==> config.mk <==
export PLATFORM = sky130hd
export DESIGN_NAME = noc_pe_receiver
export DESIGN_NICKNAME = d
export VERILOG_FILES = /design/src/rtl/noc_pe_receiver.sv
export SDC_FILE = /design/constraint.sdc
export NUM_CORES = 1
export LEC_CHECK = 0
export ABC_AREA = 1
export CORE_MARGIN = 1
export CORE_UTILIZATION = 52
export DETAILED_ROUTE_END_ITERATION = 7
export GPL_ROUTABILITY_DRIVEN = 0
export PLACE_DENSITY_LB_ADDON = 0.08
export SYNTH_ARGS = -nofsm -noshare
export SYNTH_HDL_FRONTEND = slang
export SYNTH_SLANG_ARGS = --single-unit
==> constraint.sdc <==
create_clock -name clk -period 2.35 [get_ports clk]
set_input_delay 0.47 -clock clk [delete_from_list [all_inputs] [get_ports clk]]
set_output_delay 0.47 -clock clk [all_outputs]
set_load 0.1 [all_outputs]
==> src/rtl/noc_pe_receiver.sv <==
// Per-node NoC traffic sink: dst/type check, per-flit latency, min/max/sum stats, finish and retransmit-request reporting.
// Latency: flit captured on the transfer edge, stats/flags updated one edge later. Backpressure: in_ready only (high in RUN/DONE).
// Optional RX_PARITY_CHK_EN: data[21] is checked as even parity over data[20:2]; a failure counts as misdelivered.
module noc_pe_receiver #(
    parameter logic [3:0] NODE_ID = 4'h0,
    parameter int         TIME_W  = 10,
    parameter int         SUM_W   = 28,
    parameter int         CNT_W   = 4
) (
    input  logic              clk,
    input  logic              rst_n,
    input  logic              enable,
    input  logic              flush,
    input  logic [CNT_W-1:0]  receive_num,
    input  logic [TIME_W-1:0] cur_time,
    input  logic [39:0]       in_flit,
    input  logic              in_valid,
    output logic              in_ready,
    output logic              task_receive_finish_flag,
    output logic [TIME_W-1:0] latency_min,
    output logic [TIME_W-1:0] latency_max,
    output logic [SUM_W-1:0]  latency_sum,
    output logic              so_retrsreq_receive_flag,
    output logic [7:0]        so_retrsreq_receive_num
);

    typedef struct packed {
        logic [3:0]        src;
        logic [3:0]        dst;
        logic [TIME_W-1:0] ts;
        logic [19:0]       data;
        logic [1:0]        typ;
    } flit_t;

    typedef enum logic [1:0] {
        ST_IDLE = 2'd0,
        ST_RUN  = 2'd1,
        ST_DONE = 2'd2
    } state_t;

    state_t            r_state;
    state_t            w_state_nxt;

    logic              r_cap_vld;
    logic [TIME_W-1:0] r_cap_lat;
    logic              r_cap_bad;

    logic [TIME_W-1:0] r_min;
    logic [TIME_W-1:0] r_max;
    logic [SUM_W-1:0]  r_sum;
    logic [CNT_W-1:0]  r_rx_cnt;
    logic              r_retrs_flag;
    logic [7:0]        r_retrs_num;

    flit_t             w_flit;
    logic              w_xfer;
    logic [TIME_W-1:0] w_lat;
    logic              w_par_err;
    logic              w_bad;
    logic              w_upd;
    logic              w_good;
    logic              w_misd;
    logic [CNT_W-1:0]  w_cnt_nxt;
    logic              w_last;
    logic [SUM_W:0]    w_sum_ext;
    logic              w_unused;

    assign w_flit = in_flit;
    assign w_xfer = in_valid & in_ready;
    // Modular subtraction makes the timestamp wrap of the free-running clock harmless.
    assign w_lat  = cur_time - w_flit.ts;

`ifdef RX_PARITY_CHK_EN
    assign w_par_err = ^w_flit.data;
    assign w_unused  = ^{w_flit.src, w_flit.typ[0]};
`else
    assign w_par_err = 1'b0;
    assign w_unused  = ^{w_flit.src, w_flit.typ[0], w_flit.data};
`endif

    // Types 2'b10/2'b11 are not deliverable traffic and go down the retransmit path.
    assign w_bad     = (w_flit.dst != NODE_ID) | w_flit.typ[1] | w_par_err;

    assign w_upd     = r_cap_vld & (r_state == ST_RUN);
    assign w_good    = w_upd & ~r_cap_bad;
    assign w_misd    = w_upd & r_cap_bad;
    assign w_cnt_nxt = r_rx_cnt + 1'b1;
    assign w_last    = w_good & (w_cnt_nxt == receive_num);
    assign w_sum_ext = {1'b0, r_sum} + {{(SUM_W + 1 - TIME_W){1'b0}}, r_cap_lat};

    always_ff @(posedge clk or negedge rst_n) begin
        if (!rst_n) begin
            r_state <= ST_IDLE;
        end else begin
            r_state <= w_state_nxt;
        end
    end

    always_comb begin
        w_state_nxt = r_state;
        if (flush) begin
            w_state_nxt = ST_IDLE;
        end else begin
            case (r_state)
                ST_IDLE: begin
                    if (enable) begin
                        w_state_nxt = (receive_num == '0) ? ST_DONE : ST_RUN;
                    end
                end
                ST_RUN: begin
                    if (w_last) begin
                        w_state_nxt = ST_DONE;
                    end
                end
                ST_DONE: w_state_nxt = ST_DONE;
                default: w_state_nxt = ST_IDLE;
            endcase
        end
    end

    always_ff @(posedge clk or negedge rst_n) begin
        if (!rst_n) begin
            r_cap_vld    <= 1'b0;
            r_cap_lat    <= '0;
            r_cap_bad    <= 1'b0;
            r_min        <= '1;
            r_max        <= '0;
            r_sum        <= '0;
            r_rx_cnt     <= '0;
            r_retrs_flag <= 1'b0;
            r_retrs_num  <= '0;
        end else if (flush) begin
            // A flit arriving together with flush is dropped: the capture stage clears here.
            r_cap_vld    <= 1'b0;
            r_cap_lat    <= '0;
            r_cap_bad    <= 1'b0;
            r_min        <= '1;
            r_max        <= '0;
            r_sum        <= '0;
            r_rx_cnt     <= '0;
            r_retrs_flag <= 1'b0;
            r_retrs_num  <= '0;
        end else begin
            r_cap_vld    <= w_xfer & (r_state == ST_RUN);
            r_cap_lat    <= w_lat;
            r_cap_bad    <= w_bad;
            r_retrs_flag <= w_misd;
            if (w_misd && (r_retrs_num != 8'hFF)) begin
                r_retrs_num <= r_retrs_num + 8'd1;
            end
            if (w_good) begin
                r_rx_cnt <= w_cnt_nxt;
                if (r_cap_lat < r_min) begin
                    r_min <= r_cap_lat;
                end
                if (r_cap_lat > r_max) begin
                    r_max <= r_cap_lat;
                end
                r_sum <= w_sum_ext[SUM_W] ? {SUM_W{1'b1}} : w_sum_ext[SUM_W-1:0];
            end
        end
    end

    assign in_ready                 = (r_state != ST_IDLE);
    assign task_receive_finish_flag = (r_state == ST_DONE);
    assign latency_min              = r_min;
    assign latency_max              = r_max;
    assign latency_sum              = r_sum;
    assign so_retrsreq_receive_flag = r_retrs_flag;
    assign so_retrsreq_receive_num  = r_retrs_num;

endmodule
Word level (Yosys, flattened, before mapping)
Index checks and enable logic that the tools add are counted.
{ "word_totals": {"register_bits": 75, "in_bits": 59, "output_inout_bits": 59, "word_cells": 64} }
{ "classes": {"add_sub_neg": 4, "order_cmp": 2, "n_eq_ne": 6, "mux": 22, "bitwise_logic": 8, "reduce_logical": 12} }
{ "op_table": {"columns": ["operator", "count"], "rows": [
  ["two-way mux 28 bit", 3],
  ["two-way mux 10 bit", 7],
  ["adder 28 x 10 -> 29 bit", 1],
  ["two-way mux 8 bit", 2],
  ["> comparator 10 bit", 1],
  ["< comparator 10 bit", 1],
  ["nonzero test 2 bit", 5],
  ["subtractor 10 bit", 1],
  ["adder 8 x 1 -> 8 bit, second input constant", 1],
  ["two-way mux 2 bit", 4],
  ["two-way mux 4 bit", 2],
  ["inequality test 8 bit, second input constant", 1],
  ["AND 1 bit", 6],
  ["inequality test 3 bit, second input constant", 2],
  ["case mux 2 bit (3 select lines)", 1],
  ["AND reduction 2 bit", 3],
  ["adder 4 x 1 -> 4 bit, second input constant", 1],
  ["== test 4 bit", 1],
  ["zero test 4 bit", 1],
  ["nonzero test 4 bit", 1],
  ["two-way mux 1 bit", 3],
  ["== test 2 x 1 -> 1 bit, second input constant", 1],
  ["== test 2 bit, second input constant", 1],
  ["zero test 2 bit", 1],
  ["3 further kinds", 3]
]} }

Depth between registers and ports, before layout
{ "logic_depth": {"ltp_word": 7, "mapped_depth": 13, "mapped_depth_nobuf": 13} }

Worst setup path after synthesis
Ideal clock, no wire load.
{ "synth_timing": {"path_type": "reg2reg", "start": "register r_sum[0] (netlist: latency_sum[0])", "end": "register r_sum[15] (netlist: latency_sum[15])", "setup_ps": 120, "t_arrival_ps": 2388, "t_required_ps": 2230, "setup_slack_ps": -158, "path_stages_with_launch": 12, "synth_period_minus_slack_ps": 2508, "cell_sequence": "dfrtp_1 ha_1 fa_1 nand3_1 nand2_1 nand3_2 nand3_4 nand3_4 buf_6 nand3_2 nand2_1 nand2_1"} }
{ "synth_between": {"elab_chain_len": 4} }
{ "synth_rtl": {"columns": ["item", "line_no", "source"], "rows": [
  ["from (decl)", "50", "logic [SUM_W-1:0] r_sum;"],
  ["from (signal assigned)", "159", "r_sum <= w_sum_ext[SUM_W] ? {SUM_W{1'b1}} : w_sum_ext[SUM_W-1:0];"],
  ["adder 28 x 10 -> 29 bit", "89", "assign w_sum_ext = {1'b0, r_sum} + {{(SUM_W + 1 - TIME_W){1'b0}}, r_cap_lat};"],
  ["two-way mux 28 bit", "159", null],
  ["two-way mux 28 bit", "151", "if (w_good) begin"],
  ["two-way mux 28 bit", "132", "end else if (flush) begin"]
]} }
No other way between the ends. The select of a mux whose other input is x is not followed.
A chain may end at the register's enable or synchronous reset.

Final worst setup path
{ "layout_timing": {"start": "register r_sum[0] (netlist: latency_sum[0])", "end": "register r_sum[10] (netlist: latency_sum[10])"} }
The elaborated chain is that of the path after synthesis.

==> results_dict.tcl <==
set metrics [dict create \
    status "finished clean" \
    seq_power_share 0.401 \
    hold_viol 0 \
    clkPwrFrac 0.250 \
    design.core.area_um2 9860 \
    layout-drive-gt1-share 0.167 \
    start_kind "flip-flop" \
    die_area_um2 10700 \
    worst_path_most_repeated_cell "nand2_1" \
    syn_inst 743 \
    fillerInstances 832 \
    grt_pass1_wl_um 22600 \
    worst-path-buf-inv 0 \
    via_per_inst 5.25 \
    rows 36 \
    r2r-start "latency_sum[0]" \
    tns_ns 0 \
    path_delay_family "simple AND/OR/NAND/NOR gates" \
    root_buffer "clkbuf_8" \
    p_switching_mw 1.49 \
    arrival_ns 2.41 \
    end_kind "flip-flop" \
    critPathMaxFanout 7 \
    grt_use_total 0.262 \
    yosysSeqAreaShare 0.353 \
    synth_warnings 0 \
    holdWs_ns 0.108 \
    worst_pin_slew_ns 0.562 \
    num_antenna_cells 0 \
    post_synth_num_cell_types 40 \
    syn_area_um2 5360 \
    initial_utilization 0.543 \
    finalCritPeriodShare 0.927 \
    postRouteAntennaNets 0 \
    maxCapViolCount 0 \
    fmax_ghz 0.459 \
    crit_type "reg -> reg" \
    cts_buffers 9 \
    grt_pass1_vias 4996 \
    switching_share 0.399 \
    drc 0 \
    min_path_type "in -> async" \
    syn_nets 848 \
    dpl.cell_count 974 \
    grt_max_degree 28 \
    dp_hpwl_um 10400 \
    cp_slowest_cell "dfrtp_2" \
    worstPathCellList "ha_1 > fa_1 > nand3_1 > nand2_2 > nand2_1 > nand2_1 > nand2_1 > nand2_2 > nand2_1 > nand3_1 > nand2_1 > o21ai_0" \
    die_w_um 104 \
    nets 957 \
    instances_no_fill 990 \
    cts_tree "done" \
    period_minus_slack_ns 2.18 \
    ioPinCount 118 \
    maxSlewHeadroom 0.625 \
    drt_first_pass_iters 4 \
    overflow 0 \
    max_stage_delay_ns 0.43 \
    routedWlPerCell_um 13.5 \
    ir_drop_uv 411 \
    final_common_cell "nand2_1" \
    drv_slew 0 \
    syn_area_per_cell_um2 7.21 \
    syn_to_final_growth_pct 23.0 \
    crit_start "latency_sum[0]" \
    p_int_mw 2.24 \
    crit_required_ns 2.58 \
    clk_latency_ns 0.36 \
    drt_first_iter_violations 211 \
    clock_skew_ns 0.0115 \
    clkTransAtPathRegs_ns 0.08 \
    antenna_found_initial 0 \
    h-tree-depth 3 \
    vias 5202 \
    finalSetupViolCount 0 \
    synth_seq_cells 75 \
    leakagePower_nw 3.58 \
    grt_setup_unrepaired "false" \
    die_h_um 104 \
    final_cell_mix "nand2_1, inv_1, buf_4" \
    port_buffers 92 \
    max-clock-path-buffers 2 \
    wl_um 13400 \
    cts.sinks 75 \
    p_per_area_nw_per_um2 565 \
    p_comb_frac 0.349 \
]
[area by class of cell]
cell class                 instances  area (um^2)  area share
clock buffer                      13          159      0.0241
timing repair buffer             110          941       0.143
inverter                         106          398      0.0603
sequential                        75         1900       0.287
clock inverter                     3         15.0     0.00228
tap                              133          166      0.0252
multi-input combinational        550         3020       0.458
[kinds of logic (layout without fill, tap and decap cells)]
| family | Yosys count | count (layout) | synth area share |
|---|---|---|---|
| AO/OA/AOI/OAI | 100 | 100 | 0.0999 |
| XOR/XNOR | 15 | 15 | 0.0245 |
| adder cells (fa/ha/maj) | 46 | 46 | 0.110 |
| buffers and inverters | 118 | 232 | 0.0855 |
| flip-flops | 75 | 75 | 0.353 |
| AND/OR/NAND/NOR | 389 | 389 | 0.327 |
[synth_stat cells, drive strengths merged]
library cell    n  share of area
or4             1         0.0014
ha             44           0.10
xnor2           2         0.0033
o211ai          2         0.0028
dfstp          10          0.049
o31a            1         0.0016
nand3b          5         0.0070
fa              2         0.0075
a22o            2         0.0033
a21o            1         0.0014
dfrtp          65           0.30
o21bai          2         0.0028
nor3           10          0.016
a21boi          1         0.0014
nand4           8         0.0093
buf             6         0.0070
nand2         236           0.17
nor2           65          0.053
o21a            1         0.0014
a31oi           1         0.0012
xor2           13          0.021
o21ai          56          0.053
a21oi          32          0.030
clkbuf          6         0.0042
inv           106          0.074
nand3          64          0.075
o22ai           1         0.0012
[routing by layer]
layer,vias up,part of all wire,track usage
met4,0,0.013,0.0839
met2,128,0.49,0.457
met5,-,0,0
met1,2463,0.44,0.329
li1,2592,-,-
met3,19,0.051,0.0447
[path summary, 6_finish.rpt]
check / endpoint / depth (start not counted) / slack, ns
setup / recovery: latency_sum[10] / 12 / 0.17
hold / removal: r_rx_cnt[2] / 1 / 0.11
setup reg to reg: latency_sum[10] / 12 / 0.17
hold reg to reg: latency_min[7] / 2 / 0.51
max in group asynchronous: latency_sum[3] / 2 / 1.55
min in group clk: latency_min[7] / 2 / 0.51
[power by group through the flow]
stage	registers (mW)	clock network [mW]	logic, mW
2_1_floorplan	1.84	0	0.575
3_3_place_gp	1.51	0	1.26
3_5_place_dp	1.51	0	1.30
4_1_cts	1.49	0.945	1.31
5_1_grt	1.50	1.01	1.41
6_report	1.49	0.929	1.30
[metrics by stage]
| stage | area [um^2] | power [mW] | worst slack (ns) | utilization |
|---|---|---|---|---|
| CTS | 6590 | 3.74 | 0.0755 | 0.668 |
| global placement | 6410 | 2.76 | 0.0818 | 0.650 |
| finish | 6590 | 3.72 | 0.171 | 0.668 |
| global route | 6590 | 3.93 | 0.00295 | 0.668 |
| floorplan | 5370 | 2.42 | 0.000739 | - |
| detailed placement | 6410 | 2.81 | 0.0489 | 0.650 |
[what timing repair did]
item                       CTS  global route
setup endpoints to repair    0            11
resized for setup            0             4
setup buffers                0             0
hold buffers                 0             0
[registers in the layout, summed over array words and instances, names as in the netlist]
name	cells
latency_sum	28
so_retrsreq_receive_flag	1
so_retrsreq_receive_num	8
r_cap_vld	1
r_state	2
r_cap_lat	10
latency_min	10
r_cap_bad	1
r_rx_cnt	4
latency_max	10
(Power assumes the default switching activity.)
==> RTL change, RTL diff (same settings) <==
Build with the macro `RX_PARITY_CHK_EN` defined.
--- a/src/rtl/noc_pe_receiver.sv
+++ b/src/rtl/noc_pe_receiver.sv
@@ -3,2 +3,4 @@
 // Optional RX_PARITY_CHK_EN: data[21] is checked as even parity over data[20:2]; a failure counts as misdelivered.
+`define RX_PARITY_CHK_EN
+
 module noc_pe_receiver #(
Behaviour: not the same (Yosys sat finds a counterexample within 4 cycles, from zero or initial values and one cycle with rst_n low).
==> RTL change against the original RTL <==
- total power rose by 10%
- design area increased by 11%
- area after synthesis grew 8.6%
- hold slack improved by 400 ps
- worst setup slack got worse by 16 ps
- sequential cell count unchanged
- global-route usage increased by 0.28 points
- wire length is 5.6% higher
- critical endpoint is now latency_sum[17]
- largest cell class unchanged
==> RTL change: results <==
{
  "rrSetupSlack_ps": 150,
  "power_frac_seq": 0.365,
  "worst_hold_path.endpoint": "latency_min[3]",
  "via_count_of_the_routed_design": 5776,
  "worst-path-max-fanout": 9,
  "num_antenna_cells": 0,
  "layout.nonclk_buf_frac": 0.1648,
  "p_leak_nw": 4.115,
  "vias_per_cell": 5.049,
  "worst_ir_drop_vdd_mv": 0.3992,
  "crit_slowest_cell": "sky130_fd_sc_hd__fa_1",
  "whs_path_depth": 2,
  "grt_usage": 0.2648,
  "grt_first_pass_wirelength_um": 24090,
  "synth_seq_area_share": 0.3247,
  "crit_path_max_incr_delay_ps": 440,
  "detailedPlacementHpwl_um": 11210,
  "multi_input_area_share": 0.4572,
  "synth.top_cells.by_area": "sky130_fd_sc_hd__dfrtp_1 (28%), sky130_fd_sc_hd__nand2_1 (20%), sky130_fd_sc_hd__ha_1 (9.5%)",
  "place.port_buffers": 112,
  "number_of_buffers_added_by_the_clock_tree_synthesis_step": 9,
  "regToRegStartpoint": "latency_sum[0]",
  "first_global_vias": 5320,
  "final_layout_size_suffix_gt1_frac": 0.1434,
  "nNonClkBuffers": 137,
  "detail_routed_net_length_per_standard_cell_um": 12.39,
  "min-delay-start": "latency_min[3]",
  "dp_worst_setup_slack_ps": -5.834,
  "endpoint": "latency_sum[17]",
  "detail_route.first_pass.iterations": 5,
  "crit_arrival_ps": 2450,
  "grt_start_max_net_pins": 32,
  "drt-initial-drc-count": 318,
  "worst_r2r_path_depth": 13,
  "power_per_cell_area_nw_per_um2": 557.9,
  "synth_top_cells_by_count": "sky130_fd_sc_hd__nand2_1 (308), sky130_fd_sc_hd__inv_1 (127), sky130_fd_sc_hd__nor2_1 (66)",
  "max_slew_margin": 0.7220,
  "number_of_fill_cells_in_the_layout": 993,
  "synth_area_per_cell_um2": 6.703,
  "status": "finished, final reports clean",
  "die_area_um2": 11620,
  "clock-skew-final_ps": 12.37,
  "timing.setup.critical_path_class": "reg -> reg",
  "final-clk-cell-share": 0.03047,
  "hold_ws_ps": 504.4,
  "yosys.cell_types.count": 39,
  "final-hold-violation-count": 0,
  "finalWorstPathRequiredPeriod_ps": 2195,
  "inverters_excl_clock": 129,
  "hold_path_class": "reg -> reg",
  "synth_fp_nets": 973,
  "n_multi_input_combinational_cell": 647,
  "layout-area-overhead-vs-synth_pct": 26.34,
  "postPlaceCellArea_um2": 7082,
  "net-switching-power_w": 0.001614,
  "cts_hold_buffers": 1,
  "clock_power_share": 0.278
}
## RTL change: cell count changes after synthesis, moves of 6 or more
cell	change
sky130_fd_sc_hd__nand2_1	+73
sky130_fd_sc_hd__inv_1	+28
sky130_fd_sc_hd__o21ai_0	-19
sky130_fd_sc_hd__nand3_1	+13
sky130_fd_sc_hd__nand4_1	+10
sky130_fd_sc_hd__nor2_1	+7
sky130_fd_sc_hd__nor3_1	+6
sky130_fd_sc_hd__o21ai_1	+6
## RTL change: logic make-up after synthesis
group	synth area share
buffers and inverters	0.09849
adders and majority gates	0.1015
and+or+nand+nor	0.3650
xor gates and xnor gates	0.02559
AOI/OAI and AO/OA	0.08473
DFF	0.3247
## RTL change: layer usage
layer,share of wire,routed length [µm],vias to the layer above,global-route usage
met5,0,0,-,0
li1,-,-,3011,-
met2,0.49,6920,132,0.4510
met1,0.44,6183,2601,0.3281
met4,0.024,338,0,0.08904
met3,0.051,727,32,0.06053
